[src/rtl/rst_btn_ctrl.sv]
// rst_btn_ctrl: board-pin front end for the core.
//   - SYNC_STAGES-deep synchronizers on the slide switches and push-buttons
//   - per-button debouncer (only when RST_BTN_DEBOUNCE_EN is defined; otherwise
//     Button is the synchronized level registered once more)
//   - one-cycle press pulses, masked while the core is held in reset or a reset
//     request is active
//   - core reset sequencer: CoreRst is held for RST_HOLD_CYCLES edges after
//     power-up and after a Button[0] + Switch[9] reset request is released
// Optional feature macro: RST_BTN_DEBOUNCE_EN
module rst_btn_ctrl #(
   parameter int DEB_CYCLES      = 1_000_000,
   parameter int RST_HOLD_CYCLES = 16,
   parameter int SYNC_STAGES     = 2
) (
   input  logic       Clock,
   input  logic       Rst_N,
   input  logic [1:0] Button_N,
   input  logic [9:0] Switch,
   output logic       CoreRst,
   output logic [1:0] Button,
   output logic [1:0] Button_Pulse,
   output logic [9:0] Switch_Sync
);

   localparam int HOLD_W = $clog2(RST_HOLD_CYCLES + 1);
   localparam logic [HOLD_W-1:0] HOLD_LAST = HOLD_W'(RST_HOLD_CYCLES - 1);

   typedef enum logic [1:0] {
      ST_INIT = 2'd0,
      ST_RUN  = 2'd1,
      ST_HOLD = 2'd2
   } rst_state_t;

   // Elaboration-time guard on parameter ranges
   if ((DEB_CYCLES < 1) || (RST_HOLD_CYCLES < 1) || (SYNC_STAGES < 2)) begin : g_param_chk
      $error("rst_btn_ctrl: parameter out of range");
   end

   // synchronizer chains, stage 0 samples the pin, stage SYNC_STAGES-1 is the output
   logic [SYNC_STAGES-1:0][9:0] sw_sync_r;
   logic [SYNC_STAGES-1:0][1:0] btn_sync_r;

   logic [1:0]        btn_s;           // synchronized, active-high button level
   logic [1:0]        button_r;
   logic [1:0]        button_next_s;
   logic [1:0]        button_prev_r;
   logic [1:0]        rise_s;
   logic [1:0]        pulse_r;
   logic              rst_req_s;
   logic              rst_req_next_s;
   rst_state_t        state_r;
   rst_state_t        state_next_s;
   logic [HOLD_W-1:0] hold_cnt_r;
   logic [HOLD_W-1:0] hold_cnt_next_s;
   logic              core_rst_r;
   logic              core_rst_next_s;

   // Synchronizer shift chains; button chains preset to "released" (high)
   always_ff @(posedge Clock or negedge Rst_N) begin
      if (!Rst_N) begin
         sw_sync_r  <= '0;
         btn_sync_r <= '1;
      end else begin
         sw_sync_r  <= {sw_sync_r[SYNC_STAGES-2:0], Switch};
         btn_sync_r <= {btn_sync_r[SYNC_STAGES-2:0], Button_N};
      end
   end

   assign btn_s = ~btn_sync_r[SYNC_STAGES-1];

`ifdef RST_BTN_DEBOUNCE_EN
   localparam int DEB_W = $clog2(DEB_CYCLES + 1);
   localparam logic [DEB_W-1:0] DEB_LAST = DEB_W'(DEB_CYCLES - 1);

   logic [1:0][DEB_W-1:0] deb_cnt_r;
   logic [1:0][DEB_W-1:0] deb_cnt_next_s;

   // Debounce decision: the counter measures how long btn_s has disagreed with Button
   always_comb begin
      deb_cnt_next_s = '0;
      button_next_s  = button_r;
      for (int i = 0; i < 2; i++) begin
         if (btn_s[i] == button_r[i]) begin
            deb_cnt_next_s[i] = '0;
         end else if (deb_cnt_r[i] == DEB_LAST) begin
            button_next_s[i]  = btn_s[i];
            deb_cnt_next_s[i] = '0;
         end else begin
            deb_cnt_next_s[i] = deb_cnt_r[i] + DEB_W'(1);
         end
      end
   end

   // Debounce counter registers
   always_ff @(posedge Clock or negedge Rst_N) begin
      if (!Rst_N) begin
         deb_cnt_r <= '0;
      end else begin
         deb_cnt_r <= deb_cnt_next_s;
      end
   end
`else
   // Without debouncing the button level simply follows the synchronizer
   assign button_next_s = btn_s;
`endif

   // Debounced button level and its one-cycle-delayed copy for edge detection
   always_ff @(posedge Clock or negedge Rst_N) begin
      if (!Rst_N) begin
         button_r      <= 2'b00;
         button_prev_r <= 2'b00;
      end else begin
         button_r      <= button_next_s;
         button_prev_r <= button_r;
      end
   end

   // reset request now, and as it will read after the coming edge
   assign rst_req_s      = button_r[0] & sw_sync_r[SYNC_STAGES-1][9];
   assign rst_req_next_s = button_next_s[0] & sw_sync_r[SYNC_STAGES-2][9];

   // Reset sequencer next-state and hold counter
   always_comb begin
      state_next_s    = state_r;
      hold_cnt_next_s = hold_cnt_r;
      case (state_r)
         ST_INIT: begin
            if (hold_cnt_r == HOLD_LAST) begin
               hold_cnt_next_s = '0;
               if (rst_req_s) begin
                  state_next_s = ST_HOLD;
               end else begin
                  state_next_s = ST_RUN;
               end
            end else begin
               hold_cnt_next_s = hold_cnt_r + HOLD_W'(1);
            end
         end
         ST_RUN: begin
            hold_cnt_next_s = '0;
            if (rst_req_s) begin
               state_next_s = ST_HOLD;
            end else begin
               state_next_s = ST_RUN;
            end
         end
         ST_HOLD: begin
            hold_cnt_next_s = '0;
            if (rst_req_s) begin
               state_next_s = ST_HOLD;
            end else begin
               state_next_s = ST_INIT;
            end
         end
         default: begin
            hold_cnt_next_s = '0;
            state_next_s    = ST_INIT;
         end
      endcase
   end

   assign core_rst_next_s = (state_next_s != ST_RUN);

   // Reset sequencer state, counter and the registered core reset
   always_ff @(posedge Clock or negedge Rst_N) begin
      if (!Rst_N) begin
         state_r    <= ST_INIT;
         hold_cnt_r <= '0;
         core_rst_r <= 1'b1;
      end else begin
         state_r    <= state_next_s;
         hold_cnt_r <= hold_cnt_next_s;
         core_rst_r <= core_rst_next_s;
      end
   end

   // A press pulse is suppressed in any cycle where the core is in reset or a
   // reset request is active, so the gate uses the values valid in the pulse cycle
   assign rise_s = button_r & ~button_prev_r;

   // Press pulse register
   always_ff @(posedge Clock or negedge Rst_N) begin
      if (!Rst_N) begin
         pulse_r <= 2'b00;
      end else begin
         pulse_r <= rise_s & ~{2{core_rst_next_s | rst_req_next_s}};
      end
   end

   assign CoreRst      = core_rst_r;
   assign Button       = button_r;
   assign Button_Pulse = pulse_r;
   assign Switch_Sync  = sw_sync_r[SYNC_STAGES-1];

endmodule
[config.mk]
export PLATFORM = sky130hd
export DESIGN_NAME = rst_btn_ctrl
export DESIGN_NICKNAME = d
export VERILOG_FILES = /design/src/rtl/rst_btn_ctrl.sv
export SDC_FILE = /design/constraint.sdc
export NUM_CORES = 1
export LEC_CHECK = 0
export ABC_CLOCK_PERIOD_IN_PS = 3550
export BUFFER_PORTS_ARGS = -buffer_cell sky130_fd_sc_hd__clkbuf_2
export CAP_MARGIN = 30
export CORE_UTILIZATION = 23
export DETAILED_ROUTE_END_ITERATION = 8
export SLEW_MARGIN = 20
export SYNTH_ARGS = -nofsm -noshare
export SYNTH_HDL_FRONTEND = slang
export SYNTH_SLANG_ARGS = --single-unit
[constraint.sdc]
create_clock -name Clock -period 3.55 [get_ports Clock]
set_input_delay 0.1775 -clock Clock [delete_from_list [all_inputs] [get_ports Clock]]
set_output_delay 0.1775 -clock Clock [all_outputs]
set_load 0.005 [all_outputs]
==> impl_results.md, run 1 <==
* Psw at 240 uW
* Area of the multi-input gates at 175 sq um
* Pwr dens at 596 nW/um^2
* Die W at 74.8 um
* Reg2Reg Capture Point: Button_Pulse[0]
* Slew Limit Fails at 0
* RSZ-0062 raised after global routing: false
* Cell family with most CP delay: flip-flops
* Slew at the pin closest to its max-slew limit at 0.379 ns
* GP Congestion at 0.615
* Power share of the clock group at 30.7%
* Maximum clock rate at 0.780 GHz
* Clock slew at reported path FFs at 0.07 ns
* Row count at 26
* Setup TNS at 0 ns
* DRC violations left at 0
* Status: completed
* Total GRT Usage at 7.84%
* Syn avg cell area at 17.2 sq um
* Clk root buf: clkbuf_8
* Max_slew headroom at 74.6%
* Clock Sink Count at 38
* CP startpoint: hold_cnt_r[0]
* Setup Buffers After CTS at 0
* Core Region at 5110 sq um
* Cells on worst reg2reg path at 4
* Synth warn at 0
* Seq/Total Area, Yosys at 78.5%
* Final setup vio count at 0
* Startpoint types: flop
* Final Skew at 0.00220 ns
* Fin crit share at 36.1%
* Dpl hpwl at 1170 um
* Synth unique cells at 20
* Area of the die at 5590 sq um
* Slowest CP cell: dfrtp_1
* Storage element area at 957 sq um
* Slowest stage delay, CP at 0.40 ns
* Port-buffer cells at 28
* Crit end category: flop
* Fill cells at 519
* Commonest non-fill, non-tap cell in the layout: dfrtp_1
* Critical Path RT at 3.71 ns
* Worst-path cell chain: ha_1, and4b_1, o21ai_4, nor4b_4
* Vias in the first global route at 681
* Crit path to: Button_Pulse[0]
* Final min period at 1.28 ns
* Buf+Inv Stages, Crit Path at 0
* Worst path depth at 4
* VDD IR max at 0.277 mV
* Max-cap viol count at 0
* Hold Vio Cnt, Final at 0
* Worst r2r src: hold_cnt_r[0]
* Final core utilization at 31.4%
* Drt initial violations at 25
* Reg2reg setup slack at 2.27 ns
* Cells after Synth at 71
* Max FO, Critical Path at 4
* First-pass GRT wire length at 3010 um
* Maximum clock path buffer count at 2
* #FFs+latches synth at 38
* HP Class: primary input to flop
* Htree depth at 2
* Initial Util at 23.9%
* Arrival time worst endpoint at 1.44 ns
* Combinational power share at 14.2%
* Final net count at 124
* Hold WS at 0.00925 ns
* Drt wl/cell at 9.97 um
* Critical Setup Path Class: flop to flop
* Vias after detailed routing at 644
* Die H at 74.8 um
* Ant diodes at 0
* TritonCTS Buffers at 5
* Syn Std Cell Area at 1220 sq um
* Final WL at 1800 um
* Largest net degree at the start of global routing at 39
* Commonest non-fill, non-tap cells in the layout: dfrtp_1, clkbuf_2, dlygate4sd3_1
* Post-CTS sizing at 0
* Post-route ant nets at 0
* Initial antenna violation count at 0
* Leakage at 0.000758 uW
* TritonRoute pass-1 iters at 3
* CTS tree: yes
* Share of cells above drive strength 1 at 40.9%
* Syn nets at 86
* IO Count at 29
* Switching fraction of total power at 25.1%
* Sequential share of power at 55.1%
* Skew-Pair Late Insertion Delay at 0.28 ns
* Via density at 3.58
* Grt ovf at 0
* Area growth from synthesis to layout at 31.5%
* Cell Int Power at 715 uW
==> flip-flops by register name (all words and copies together) (netlist names) <==
| signal | cells |
|---|---|
| sw_sync_r | 10 |
| hold_cnt_r | 5 |
| button_prev_r | 2 |
| Button | 2 |
| CoreRst | 1 |
| Switch_Sync | 10 |
| state_r | 2 |
| Button_Pulse | 2 |
| btn_sync_r | 4 |
==> cells in the mapped netlist <==
library cell | count | area share [%]
dfrtp_1 | 33 | 68
and4b_1 | 1 | 0.82
nor2_1 | 3 | 0.92
nor2b_1 | 1 | 0.51
a21oi_2 | 1 | 0.72
o21ai_1 | 1 | 0.41
xnor2_1 | 1 | 0.72
nand3_1 | 2 | 0.82
and3_1 | 1 | 0.51
ha_1 | 1 | 1.0
and2_1 | 1 | 0.51
nor4b_4 | 2 | 3.9
and4_1 | 1 | 0.72
buf_4 | 10 | 6.2
dfstp_2 | 5 | 11
inv_1 | 3 | 0.92
o21ai_4 | 1 | 1.3
nor3_1 | 1 | 0.41
xor2_1 | 1 | 0.72
nand2_1 | 1 | 0.31
==> worst register-to-register path: cells and delay by family (launching register included) <==
kind / cells / cell delay (ns)
AOI/OAI and AO/OA: 1 / 0.23
and+or+nand+nor: 2 / 0.29
DFF: 1 / 0.40
adders and majority gates: 1 / 0.24
==> power by group through the flow <==
stage	Clock [uW]	Sequential [uW]	Combinational [uW]
floorplan	0	527	88.9
global placement	0	533	117
detailed placement	0	534	124
CTS	306	527	134
global route	324	535	157
finish	293	526	136
==> per-layer routing <==
layer  GRT usage [%]  vias up  routed length [um]
li1                -      293                   -
met1            8.52      322                 727
met5               0        -                   0
met4            6.92        0                  67
met2            11.6       22                 869
met3            3.48        7                 130
==> layout make-up <==
| cell class | count | area share (%) |
|---|---|---|
| clock buffer | 7 | 5.39 |
| clock inverter | 1 | 0.312 |
| inverter | 3 | 0.703 |
| multi-input combinational | 20 | 10.9 |
| sequential | 38 | 59.7 |
| tap | 70 | 5.46 |
| timing repair buffer | 41 | 17.5 |
==> how the worst min path moves through the flow <==
stage / endpoint / slack [ns] / from / cells past startpoint
2_1_floorplan: Button[0] / -0.12 / Rst_N / 0
3_3_place_gp: btn_sync_r[0] / 0.27 / Button_N[0] / 1
5_1_grt: sw_sync_r[1] / 0.0004 / Switch[1] / 1
4_1_cts: sw_sync_r[1] / 0.002 / Switch[1] / 1
6_report: sw_sync_r[1] / 0.009 / Switch[1] / 1
3_5_place_dp: btn_sync_r[1] / 0.27 / Button_N[1] / 1
==> through the flow <==
step           cells  setup slack, ns  area, sq um  power [uW]
6_report         180             2.27         1600         955
5_1_grt          180             2.21         1600        1010
4_1_cts          178             2.27         1570         967
3_5_place_dp     159             2.28         1370         659
3_3_place_gp     159             2.32         1370         650
2_1_floorplan     71             2.35         1220         616
==> kinds of logic (layout without fill, tap and decap cells) <==
logic type                 Yosys count  in the layout  synth area share [%]
adders and majority gates            1              1                  1.03
xor gates and xnor gates             2              2                  1.44
and+or+nand+nor                     14             14                  9.45
DFF                                 38             38                  78.5
buffers and inverters               13             52                  7.08
AOI/OAI and AO/OA                    3              3                  2.46
==> timing repair <==
action / in CTS / in global routing
endpoints found under the hold margin: 11 / 8
hold buffers: 11 / 1
setup endpoints to repair: 0 / 0
No activity file was read; power rests on OpenSTA's default activity.
==> run 2, diff against run 1 <==
--- a/config.mk
+++ b/config.mk
@@ -5,7 +5,8 @@
 export SDC_FILE = /design/constraint.sdc
 export NUM_CORES = 1
 export LEC_CHECK = 0
-export ABC_CLOCK_PERIOD_IN_PS = 3550
+export ABC_AREA = 1
+export ABC_CLOCK_PERIOD_IN_PS = 1300
 export BUFFER_PORTS_ARGS = -buffer_cell sky130_fd_sc_hd__clkbuf_2
 export CAP_MARGIN = 30
 export CORE_UTILIZATION = 23
==> constraint.sdc (replaced) <==
create_clock -name Clock -period 1.3 [get_ports Clock]
set_input_delay 0.065 -clock Clock [delete_from_list [all_inputs] [get_ports Clock]]
set_output_delay 0.065 -clock Clock [all_outputs]
set_load 0.005 [all_outputs]
==> impl_results.md, run 2 <==
* TritonRoute pass-1 iters at 4 (+1)
* Leakage at 0.000818 uW (+8.0%)
* Hold Vio Cnt, Final at 0 (unchanged)
* Clk root buf: clkbuf_8
* Seq/Total Area, Yosys at 79.2% (+0.65 points)
* Final setup vio count at 0 (unchanged)
* Crit end category: flop
* Share of the synthesized area in the top cell type at 68.3% (+0.56 points)
* Syn Std Cell Area at 1210 sq um (-0.82%)
* Die W at 74.5 um (-0.40%)
* Area growth from synthesis to layout at 35.4%
* Critical Path RT at 1.49 ns (-2.22 ns)
* Vias in the first global route at 667 (-2.1%)
* Fin crit share at 88.1% (+52 points)
* Max FO, Critical Path at 3 (-1)
* Pwr dens at 1830 nW/um^2 (+210%)
* Ys flop type: dfrtp_1
* Slowest stage delay, CP at 0.41 ns (about the same)
* CTS tree: yes
* Startpoint types: flop
* IO Count at 29 (unchanged)
* Final WL at 1750 um (-2.7%)
* Area of the die at 5550 sq um (-0.80%)
* Clock slew at reported path FFs at 0.08 ns (about the same)
* Post-synth EDFFs at 0 (unchanged)
* DRC violations left at 0 (unchanged)
* Status: completed
* GP Congestion at 0.648 (+5.5%)
* Syn avg cell area at 14.6 sq um (-15%)
* Final net count at 137 (+10%)
* RSZ-0062 raised after global routing: false
* Reg2Reg Capture Point: state_r[1]
* Hold_buf cts at 13 (+2)
* #FFs+latches synth at 38 (unchanged)
* Hold WS at 0.347 ns (+0.338 ns)
* Port-buffer cells at 28 (unchanged)
* Design Area, Final at 1640 sq um (+2.1%)
* Worst-path cell chain: ha_1, nand4_2, nand3_1, nand2_1, inv_1
* Initial Util at 23.8% (-0.044 points)
* DP Area at 1370 sq um (-0.18%)
* Grt ovf at 0 (unchanged)
* Maximum clock rate at 0.873 GHz (+12%)
* Arrival time worst endpoint at 1.33 ns (-0.11 ns)
* Synth warn at 0 (unchanged)
* Cells on worst reg2reg path at 5 (+1)
* Drt wl/cell at 9.05 um (-9.2%)
* TritonCTS Buffers at 5 (unchanged)
* HP Class: primary input to async pin
* Initial antenna violation count at 0 (unchanged)
* Commonest non-fill, non-tap cell in the layout: dfrtp_1
* Fill cells at 530 (+2.1%)
* Critical Setup Path Class: flop to flop
* Slew Limit Fails at 0 (unchanged)
* Post-CTS sizing at 0 (unchanged)
* Max-cap viol count at 0 (unchanged)
* Cells after Synth at 83 (+17%)
* Htree depth at 2 (unchanged)
* Vias after detailed routing at 687 (+6.7%)
* Largest net degree at the start of global routing at 39 (unchanged)
* Share of cells above drive strength 1 at 36.6% (-4.3 points)
* First-pass GRT wire length at 2880 um (-4.4%)
* Die H at 74.5 um (-0.40%)
* Post-route ant nets at 0 (unchanged)
* Clock Sink Count at 38 (unchanged)
* Worst r2r src: hold_cnt_r[0]
* VDD IR max at 1.09 mV (+300%)
* Worst slack at placement at 0.164 ns (-2.11 ns)
* Synth unique cells at 15 (-25%)
* Max_slew headroom at 70.3% (-4.4 points)
* Grt peak-use layer: met2
* Final Skew at 0.00716 ns (+0.00496 ns)
* Setup Buffers After CTS at 0 (unchanged)
* Slew at the pin closest to its max-slew limit at 0.446 ns (+0.0660 ns)
* Row count at 26 (unchanged)
* GR Util met1 at 7.65% (-0.87 points)
* Reg2reg setup slack at 0.16 ns (-2.11 ns)
* Via density at 3.56 (-0.51%)
* Cell with the most instances after synthesis: dfrtp_1
* Dpl hpwl at 1180 um (+1.1%)
* Syn nets at 98 (+14%)
* Total GRT Usage at 7.26% (-0.59 points)
* GR Util met3 at 4.07% (+0.58 points)
* Core Region at 5070 sq um (-0.64%)
* Setup WS post-layout at 0.155 ns (-2.11 ns)
* Ant diodes at 0 (unchanged)
* Drt initial violations at 37 (+48%)
* Met2 Usage GRT at 11.2% (-0.40 points)
* Slowest CP cell: dfrtp_1
* Commonest non-fill, non-tap cells in the layout: dfrtp_1, clkbuf_2, dlygate4sd3_1
* Post-synth top cells: dfrtp_1, buf_4, inv_1
* Top cells by area, synth: dfrtp_1, dfstp_2, buf_4, inv_1, nand2_1
* Post-synth ARST share at 100% (unchanged)
* Maximum clock path buffer count at 2 (unchanged)
* Skew-Pair Late Insertion Delay at 0.29 ns (about the same)
* Area leader, netlist: dfrtp_1
* Setup TNS at 0 ns (unchanged)
* Final min period at 1.14 ns (-0.137 ns)
* Storage element area at 957 sq um (unchanged)
* Area of the multi-input gates at 139 sq um (-21%)
[run 2: worst max path at each step]
stage / start / endpoint
2_1_floorplan: hold_cnt_r[0] / state_r[1]
3_3_place_gp: hold_cnt_r[0] / state_r[1]
3_5_place_dp: hold_cnt_r[0] / state_r[1]
4_1_cts: hold_cnt_r[0] / state_r[1]
5_1_grt: hold_cnt_r[0] / hold_cnt_r[0]
6_report: hold_cnt_r[0] / state_r[1]
[run 2: cell families (layout without fill, tap and decap cells)]
kind of cell / Yosys count / in the layout / share of synthesized area (%)
AOI/OAI and AO/OA: 3 / 3 / 1.35
xor gates and xnor gates: 2 / 2 / 1.45
adders and majority gates: 1 / 1 / 1.04
buffers and inverters: 20 / 60 / 9.32
DFF: 38 / 38 / 79.2
and+or+nand+nor: 19 / 19 / 7.66
[run 2: critical path: cells and delay by family, from the launching register on]
family	cells	cell delay (ns)
AND/OR/NAND/NOR	3	0.34
flip-flops	1	0.41
adder cells (fa/ha/maj)	1	0.26
buffers and inverters	1	0.04
[run 2: through the flow]
stage | instances | power (uW) | util [%]
6_report | 193 | 2990 | 32.2
5_1_grt | 193 | 3150 | 32.2
3_3_place_gp | 172 | 1770 | 27.0
4_1_cts | 193 | 3040 | 32.2
2_1_floorplan | 83 | 1680 | -
3_5_place_dp | 172 | 1810 | 27.0
[run 2: where the power goes]
part	internal, uW	total [uW]	switching (uW)	leakage (uW)
clock	769	1180	414	0.0000683
sequential	1340	1420	87.3	0.000450
combinational	174	386	212	0.000300
total	2280	2990	713	0.000818
[run 2: layout make-up]
type	count	share of cell area (%)
clock inverters	3	4.20
flip-flops and latches	38	58.5
multi-input cells	25	8.49
clock buffers	5	4.20
well taps	70	5.35
repair buffers	42	17.0
inverters	10	2.29
[run 2: layer usage]
layer / vias to the layer above / share of wire (%)
met4: 0 / 2.8
li1: 320 / -
met3: 7 / 7.0
met1: 334 / 39
met5: - / 0
met2: 26 / 52
